**src/rtl/alu_issue_arbiter_if.sv**
```systemverilog
`default_nettype none
// ============================================================================
//  Module   : alu_issue_arbiter_if
//  Purpose  : One requester's channel into the shared-ALU arbiter: request
//             valid/ready with operation payload, and response valid/ready.
//  Revision : 1.0 - initial release
// ============================================================================
interface alu_issue_arbiter_if #(
    parameter int DATA_W = 32
);
    logic              valid;
    logic              ready;
    logic [3:0]        opcode;
    logic [DATA_W-1:0] a;
    logic [DATA_W-1:0] b;
    logic [DATA_W-1:0] imm;
    logic              src_sel;
    logic [DATA_W-1:0] shamt;
    logic              rsp_valid;
    logic              rsp_ready;

    // Requester side: issues operations and consumes results
    modport master (
        output valid, opcode, a, b, imm, src_sel, shamt, rsp_ready,
        input  ready, rsp_valid
    );

    // Arbiter side: accepts operations and returns results
    modport slave (
        input  valid, opcode, a, b, imm, src_sel, shamt, rsp_ready,
        output ready, rsp_valid
    );
endinterface
`default_nettype wire

```
**src/rtl/alu_issue_arbiter.sv**
```systemverilog
`default_nettype none
// ============================================================================
//  Module   : alu_issue_arbiter
//  Purpose  : Round-robin sharing of one 32-bit ALU between two requesters.
//             The granted operation is latched and drives the ALU from
//             registers; the result and flags are captured and returned to
//             the owner. MUL is held in EXEC for MUL_LAT cycles.
//  Revision : 1.0 - initial release
// ============================================================================
module alu_issue_arbiter #(
    parameter int DATA_W  = 32,
    parameter int MUL_LAT = 2
) (
    input  wire logic                clk,
    input  wire logic                rst,
    alu_issue_arbiter_if.slave       req0,
    alu_issue_arbiter_if.slave       req1,
    output logic [2*DATA_W-1:0]      rsp_data_o,
    output logic                     rsp_z_o,
    output logic                     rsp_carry_o,
    output logic                     busy_o,
    output logic [3:0]               alu_opcode_o,
    output logic [DATA_W-1:0]        alu_a_o,
    output logic [DATA_W-1:0]        alu_b_o,
    output logic [DATA_W-1:0]        alu_imm_o,
    output logic [DATA_W-1:0]        alu_shamt_o,
    output logic                     alu_src_sel_o,
    input  wire logic [2*DATA_W-1:0] alu_data_out_i,
    input  wire logic                alu_z_i,
    input  wire logic                alu_carry_i
);
    localparam logic [3:0] OP_MUL = 4'h2;
    localparam int         CNT_W  = (MUL_LAT > 1) ? $clog2(MUL_LAT) : 1;

    typedef enum logic [1:0] {
        S_IDLE = 2'd0,
        S_EXEC = 2'd1,
        S_RESP = 2'd2
    } state_t;

    state_t            state_q;
    logic              last_grant_q;
    logic              owner_q;
    logic [CNT_W-1:0]  cnt_q;
    logic              busy_q;
    logic              rsp0_valid_q;
    logic              rsp1_valid_q;
    logic [2*DATA_W-1:0] rsp_data_q;
    logic              rsp_z_q;
    logic              rsp_carry_q;
    logic [3:0]        alu_opcode_q;
    logic [DATA_W-1:0] alu_a_q;
    logic [DATA_W-1:0] alu_b_q;
    logic [DATA_W-1:0] alu_imm_q;
    logic [DATA_W-1:0] alu_shamt_q;
    logic              alu_src_sel_q;

    // Grant: on contention the requester that did not win last time goes;
    // otherwise whichever one is valid. w_grant is only meaningful with w_any.
    logic w_any;
    logic w_grant;
    logic w_accept;
    logic w_rsp_taken;

    assign w_any       = req0.valid | req1.valid;
    assign w_grant     = (req0.valid & req1.valid) ? ~last_grant_q : req1.valid;
    assign w_accept    = (state_q == S_IDLE) & ~rst & w_any;
    assign req0.ready  = w_accept & ~w_grant;
    assign req1.ready  = w_accept &  w_grant;
    assign w_rsp_taken = owner_q ? req1.rsp_ready : req0.rsp_ready;

    // Payload of the granted requester
    logic [3:0]        w_opcode;
    logic [DATA_W-1:0] w_a;
    logic [DATA_W-1:0] w_b;
    logic [DATA_W-1:0] w_imm;
    logic [DATA_W-1:0] w_shamt;
    logic              w_src_sel;

    assign w_opcode  = w_grant ? req1.opcode  : req0.opcode;
    assign w_a       = w_grant ? req1.a       : req0.a;
    assign w_b       = w_grant ? req1.b       : req0.b;
    assign w_imm     = w_grant ? req1.imm     : req0.imm;
    assign w_shamt   = w_grant ? req1.shamt   : req0.shamt;
    assign w_src_sel = w_grant ? req1.src_sel : req0.src_sel;

    // Issue FSM: latch on accept, hold ALU inputs through EXEC, capture result, return it
    always_ff @(posedge clk) begin
        if (rst) begin
            state_q       <= S_IDLE;
            last_grant_q  <= 1'b1;
            owner_q       <= 1'b0;
            cnt_q         <= '0;
            busy_q        <= 1'b0;
            rsp0_valid_q  <= 1'b0;
            rsp1_valid_q  <= 1'b0;
            rsp_data_q    <= '0;
            rsp_z_q       <= 1'b0;
            rsp_carry_q   <= 1'b0;
            alu_opcode_q  <= '0;
            alu_a_q       <= '0;
            alu_b_q       <= '0;
            alu_imm_q     <= '0;
            alu_shamt_q   <= '0;
            alu_src_sel_q <= 1'b0;
        end else begin
            case (state_q)
                S_IDLE: begin
                    if (w_accept) begin
                        alu_opcode_q  <= w_opcode;
                        alu_a_q       <= w_a;
                        alu_b_q       <= w_b;
                        alu_imm_q     <= w_imm;
                        alu_shamt_q   <= w_shamt;
                        alu_src_sel_q <= w_src_sel;
                        owner_q       <= w_grant;
                        last_grant_q  <= w_grant;
                        cnt_q         <= (w_opcode == OP_MUL) ? CNT_W'(MUL_LAT - 1) : '0;
                        busy_q        <= 1'b1;
                        state_q       <= S_EXEC;
                    end
                end
                S_EXEC: begin
                    if (cnt_q != '0) begin
                        cnt_q <= cnt_q - CNT_W'(1);
                    end else begin
                        rsp_data_q   <= alu_data_out_i;
                        rsp_z_q      <= alu_z_i;
                        rsp_carry_q  <= alu_carry_i;
                        rsp0_valid_q <= ~owner_q;
                        rsp1_valid_q <=  owner_q;
                        state_q      <= S_RESP;
                    end
                end
                S_RESP: begin
                    if (w_rsp_taken) begin
                        rsp0_valid_q <= 1'b0;
                        rsp1_valid_q <= 1'b0;
                        busy_q       <= 1'b0;
                        state_q      <= S_IDLE;
                    end
                end
                default: begin
                    state_q <= S_IDLE;
                end
            endcase
        end
    end

    assign req0.rsp_valid = rsp0_valid_q;
    assign req1.rsp_valid = rsp1_valid_q;
    assign rsp_data_o     = rsp_data_q;
    assign rsp_z_o        = rsp_z_q;
    assign rsp_carry_o    = rsp_carry_q;
    assign busy_o         = busy_q;
    assign alu_opcode_o   = alu_opcode_q;
    assign alu_a_o        = alu_a_q;
    assign alu_b_o        = alu_b_q;
    assign alu_imm_o      = alu_imm_q;
    assign alu_shamt_o    = alu_shamt_q;
    assign alu_src_sel_o  = alu_src_sel_q;
endmodule
`default_nettype wire
```
**src/flat_wrapper.sv**
```systemverilog
// flat-port wrapper written by rule: the top's interface ports become plain ports
module alu_issue_arbiter_flat 
#(
    parameter int DATA_W  = 32,
    parameter int MUL_LAT = 2
)
  (clk, rst, rsp_data_o, rsp_z_o, rsp_carry_o, busy_o, alu_opcode_o, alu_a_o, alu_b_o, alu_imm_o, alu_shamt_o, alu_src_sel_o, alu_data_out_i, alu_z_i, alu_carry_i, req0_valid, req0_opcode, req0_a, req0_b, req0_imm, req0_src_sel, req0_shamt, req0_rsp_ready, req0_ready, req0_rsp_valid, req1_valid, req1_opcode, req1_a, req1_b, req1_imm, req1_src_sel, req1_shamt, req1_rsp_ready, req1_ready, req1_rsp_valid);
  alu_issue_arbiter_if #(.DATA_W(DATA_W)) req0_i ();
  alu_issue_arbiter_if #(.DATA_W(DATA_W)) req1_i ();
  input  wire logic clk;
  input  wire logic rst;
  output logic [2*DATA_W-1:0] rsp_data_o;
  output logic rsp_z_o;
  output logic rsp_carry_o;
  output logic busy_o;
  output logic [3:0] alu_opcode_o;
  output logic [DATA_W-1:0] alu_a_o;
  output logic [DATA_W-1:0] alu_b_o;
  output logic [DATA_W-1:0] alu_imm_o;
  output logic [DATA_W-1:0] alu_shamt_o;
  output logic alu_src_sel_o;
  input  wire logic [2*DATA_W-1:0] alu_data_out_i;
  input  wire logic alu_z_i;
  input  wire logic alu_carry_i;
  input wire logic [$bits(req0_i.valid)-1:0] req0_valid;
  input wire logic [$bits(req0_i.opcode)-1:0] req0_opcode;
  input wire logic [$bits(req0_i.a)-1:0] req0_a;
  input wire logic [$bits(req0_i.b)-1:0] req0_b;
  input wire logic [$bits(req0_i.imm)-1:0] req0_imm;
  input wire logic [$bits(req0_i.src_sel)-1:0] req0_src_sel;
  input wire logic [$bits(req0_i.shamt)-1:0] req0_shamt;
  input wire logic [$bits(req0_i.rsp_ready)-1:0] req0_rsp_ready;
  output wire logic [$bits(req0_i.ready)-1:0] req0_ready;
  output wire logic [$bits(req0_i.rsp_valid)-1:0] req0_rsp_valid;
  input wire logic [$bits(req1_i.valid)-1:0] req1_valid;
  input wire logic [$bits(req1_i.opcode)-1:0] req1_opcode;
  input wire logic [$bits(req1_i.a)-1:0] req1_a;
  input wire logic [$bits(req1_i.b)-1:0] req1_b;
  input wire logic [$bits(req1_i.imm)-1:0] req1_imm;
  input wire logic [$bits(req1_i.src_sel)-1:0] req1_src_sel;
  input wire logic [$bits(req1_i.shamt)-1:0] req1_shamt;
  input wire logic [$bits(req1_i.rsp_ready)-1:0] req1_rsp_ready;
  output wire logic [$bits(req1_i.ready)-1:0] req1_ready;
  output wire logic [$bits(req1_i.rsp_valid)-1:0] req1_rsp_valid;
  assign req0_i.valid = req0_valid;
  assign req0_i.opcode = req0_opcode;
  assign req0_i.a = req0_a;
  assign req0_i.b = req0_b;
  assign req0_i.imm = req0_imm;
  assign req0_i.src_sel = req0_src_sel;
  assign req0_i.shamt = req0_shamt;
  assign req0_i.rsp_ready = req0_rsp_ready;
  assign req0_ready = req0_i.ready;
  assign req0_rsp_valid = req0_i.rsp_valid;
  assign req1_i.valid = req1_valid;
  assign req1_i.opcode = req1_opcode;
  assign req1_i.a = req1_a;
  assign req1_i.b = req1_b;
  assign req1_i.imm = req1_imm;
  assign req1_i.src_sel = req1_src_sel;
  assign req1_i.shamt = req1_shamt;
  assign req1_i.rsp_ready = req1_rsp_ready;
  assign req1_ready = req1_i.ready;
  assign req1_rsp_valid = req1_i.rsp_valid;
  alu_issue_arbiter #(.DATA_W(DATA_W), .MUL_LAT(MUL_LAT)) u_core (.clk(clk), .rst(rst), .req0(req0_i), .req1(req1_i), .rsp_data_o(rsp_data_o), .rsp_z_o(rsp_z_o), .rsp_carry_o(rsp_carry_o), .busy_o(busy_o), .alu_opcode_o(alu_opcode_o), .alu_a_o(alu_a_o), .alu_b_o(alu_b_o), .alu_imm_o(alu_imm_o), .alu_shamt_o(alu_shamt_o), .alu_src_sel_o(alu_src_sel_o), .alu_data_out_i(alu_data_out_i), .alu_z_i(alu_z_i), .alu_carry_i(alu_carry_i));
endmodule
```
**config.mk**
```make
export PLATFORM = sky130hd
export DESIGN_NAME = alu_issue_arbiter_flat
export DESIGN_NICKNAME = d
export VERILOG_FILES = /design/src/rtl/alu_issue_arbiter_if.sv /design/src/rtl/alu_issue_arbiter.sv /design/src/flat_wrapper.sv
export SDC_FILE = /design/constraint.sdc
export NUM_CORES = 1
export LEC_CHECK = 0
export CORE_AREA = 4 4 212 214
export DETAILED_ROUTE_END_ITERATION = 10
export DIE_AREA = 0 0 216 218
export GPL_TIMING_DRIVEN = 0
export SLEW_MARGIN = 25
export SYNTH_ARGS = -nofsm -noshare
export SYNTH_HDL_FRONTEND = slang
export SYNTH_SLANG_ARGS = --single-unit
```
**constraint.sdc**
```tcl
create_clock -name clk -period 1.8 [get_ports clk]
set_input_delay 0.36 -clock clk [delete_from_list [all_inputs] [get_ports clk]]
set_output_delay 0.36 -clock clk [all_outputs]
set_load 0.03 [all_outputs]
```
==> summary.md <==
| Metric | Value |
|---|---|
| Outcome | `finished, violations left` |
| Violated checks | `negative setup slack` |
| R2R Setup Slk | `0 ps` |
| Fin. max-slew vios | `0` |
| Final worst slack | `-185 ps` |
| Fin Hold WS | `390 ps` |
| Top_reg_cell synth | `dfxtp_1` |
| # IOs | `542` |
| Total Die Area | `47,100 um2` |
| Routed wire length per instance | `18.3 um` |
| Commonest non-fill, non-tap cells in the layout | `402 x nand2_1, 335 x clkdlybuf4s50_1, 205 x dfxtp_1` |
| Number of flops mapped to enable cells by yosys | `0` |
| Diode count | `0` |
| Gp weighted congestion | `0.901` |
| Reg area | `4150 um2` |
| CP endpoint | `req1_ready` |
| Vias in the first global route | `9,971` |
| Width of the die | `216 um` |
| Pwr/cell area | `1190 nW/um2` |
| Largest net degree at the start of global routing | `18` |
| CTS Root Cell | `clkbuf_16` |
| Crit path DAT | `1620 ps` |
| Overall global routing resource usage | `0.164` |
| Commonest non-fill, non-tap cell in the layout | `nand2_1` |
| Antenna violations before repair | `1` |
| Syn avg cell area | `8.03 um2` |
| Starting DRT DRC Count | `417` |
| Clk buf depth | `3` |
| CP Launch Point | `u_core.state_q[0]` |
| Reg2reg end | `u_core.rsp_data_o[27]` |
| Max-Cap Viols | `0` |
| Die height | `218 um` |
| Combinational share of power | `0.404` |
| VDD IR-drop max | `653 uV` |
| First-pass GRT wire length | `60,200 um` |
| Final worst path period share | `1.10` |
| Switching Fraction | `0.385` |
| Layout cells sized above 1 | `0.0872` |
| Worst-skew pair later-pin latency | `530 ps` |
| Ys Warns | `0` |
| WL met2 | `20,300 um` |
| Setup violators final | `7` |
| Critical path class | `reg -> out` |
| H-tree depth | `1` |
| #FFs+latches synth | `207` |
| Post-synthesis cell count | `1,083` |
| Multi-input gate area | `4080 um2` |
| Rows | `76` |
| Flop pwr share | `0.325` |
| Worst Setup Start Kind | `flip-flop` |
| CTS tree | `yes` |
| Pleak | `0.00689 uW` |
| Highest Signal Layer | `met4` |
| DP Wirelength | `32,800 um` |
| Critical Path RT | `1440 ps` |
| Internal power | `11,500 uW` |
| Routed vias | `9,850` |
| Crit Path Max Fanout | `3` |
| Seq/Total Area, Yosys | `0.476` |
| Clock sinks | `207` |
| GR Overflow Total | `0` |
| Max_slew headroom | `0.398` |
| Distinct cells, synth | `31` |
| Drt first pass iters | `5` |
| Hold-fix buffers, CTS | `0` |
| Slew at the pin with the worst max-slew slack | `903 ps` |
| M1 wire length | `16,300 um` |
| Starting density of the core | `0.203` |
| Port-buffer cells | `540` |
| Routed wl met3 | `3680 um` |
| Critical path endpoint category | `output pin` |
| Worst Skew | `17.4 ps` |
| Reg clk slew, reported paths | `60 ps` |
| R2R depth | `8` |
| # fillers | `4,520` |
| DRC viols | `0` |
| Remaining antenna violation count | `0` |
| CTS buffer count | `25` |
| Vias per cell | `4.36` |
| DP Cell Count | `2,208` |
| Final Hold Fails | `0` |
| Crit path time final | `1980 ps` |
| Worst min-delay path class | `in -> reg` |
| Layout Cells excl Fill | `2,259` |
| Unrepaired setup endpoints after global routing | `true` |
| Ys async rst share | `0` |
| Post-Syn Area | `8700 um2` |
| Critical R2R Launch | `u_core.state_q[1]` |
| Syn nets | `1,425` |
| Total wire length | `41,400 um` |
| NetSw | `7170 uW` |
| Area grow syn2layout | `80.0%` |
| Clock share of power | `0.271` |
| Final nets | `2,000` |
| FMAX | `504 MHz` |
| Core area | `42,900 um2` |
## synth_stat cells (all sizes together), types with 2 or more instances
cell type / instances / share of area
a21oi: 69 / 0.040
a221oi: 2 / 0.0035
a311oi: 24 / 0.032
a31oi: 109 / 0.078
buf: 60 / 0.042
clkbuf: 37 / 0.016
dfxtp: 207 / 0.48
ha: 4 / 0.0058
inv: 4 / 0.0017
mux2i: 5 / 0.0058
nand2: 402 / 0.17
nand2b: 7 / 0.0050
nor2: 28 / 0.013
nor2b: 2 / 0.0014
nor4b: 2 / 0.0020
o21ai: 2 / 0.0011
o21bai: 109 / 0.094
o31ai: 2 / 0.0017
## layer usage
| metal | up-vias | track usage |
|---|---|---|
| met3 | 63 | 0.0596 |
| met5 | - | 0 |
| met4 | 0 | 0.0418 |
| met2 | 386 | 0.293 |
| met1 | 4547 | 0.185 |
| li1 | 4854 | - |
## worst min-delay path by stage
stage / from / end / slack (ps) / cells after the start
2_1_floorplan: u_core.last_grant_q / u_core.last_grant_q / 460 / 2
3_3_place_gp: u_core.rsp_data_o[46] / u_core.rsp_data_o[46] / 440 / 2
3_5_place_dp: u_core.rsp_data_o[18] / u_core.rsp_data_o[18] / 450 / 2
4_1_cts: req0_imm[19] / u_core.alu_imm_o[19] / 350 / 3
5_1_grt: req0_imm[27] / u_core.alu_imm_o[27] / 370 / 3
6_report: alu_data_out_i[11] / u_core.rsp_data_o[11] / 390 / 3
## cell families after synthesis
logic type / Yosys count / share of synthesized area
flops: 207 / 0.476
buf+inv: 101 / 0.0593
fa+ha+maj: 4 / 0.00575
mux: 6 / 0.00705
compound gates: 320 / 0.253
simple gates: 445 / 0.198
## layout make-up
cell class / instances / share of cell area
clock buffer: 40 / 0.0499
buffer: 93 / 0.0379
multi-input combinational: 775 / 0.261
sequential: 207 / 0.265
tap: 585 / 0.0467
clock inverter: 3 / 0.00256
inverter: 4 / 0.000959
timing repair buffer: 552 / 0.337
## metrics by stage
stage	setup TNS, ps	total power, uW	utilization	setup WS [ps]	instance area (um2)
2_1_floorplan	0	10400	-	112	8700
3_3_place_gp	-69410	14100	0.346	-1130	14800
3_5_place_dp	-73420	14200	0.346	-1210	14800
4_1_cts	-869	18800	0.363	-220	15600
5_1_grt	-5980	19600	0.365	-272	15700
6_report	-366	18600	0.365	-185	15700
## sequential cells by signal (all words and copies together) (netlist names), 2 cells and up
register / flops
u_core.alu_opcode_o: 4
u_core.alu_imm_o: 32
u_core.alu_b_o: 32
u_core.alu_shamt_o: 32
u_core.rsp_data_o: 64
u_core.state_q: 2
u_core.alu_a_o: 32
## repair_timing
action	in CTS	in global routing
setup endpoints to repair	334	168
gates resized for setup	245	49
pin swaps	3	3
gates cloned	0	0
setup buffers	8	4
## power groups by stage
stage,logic (uW),clock network [uW],registers [uW]
final,7530,5060,6060
after floorplan,2400,0,7970
after detailed placement,7970,0,6200
after global placement,7940,0,6160
after global routing,8080,5390,6180
after CTS,7500,5240,6080
## critical path: stages (launching register included)
cell,delay (ps)
dfxtp_2,330
inv_2,80
ha_4,150
o21a_1,130
buf_6,100
nand2b_4,70
nor2_2,100
buf_6,140
Power figures use the tool's default switching activity.
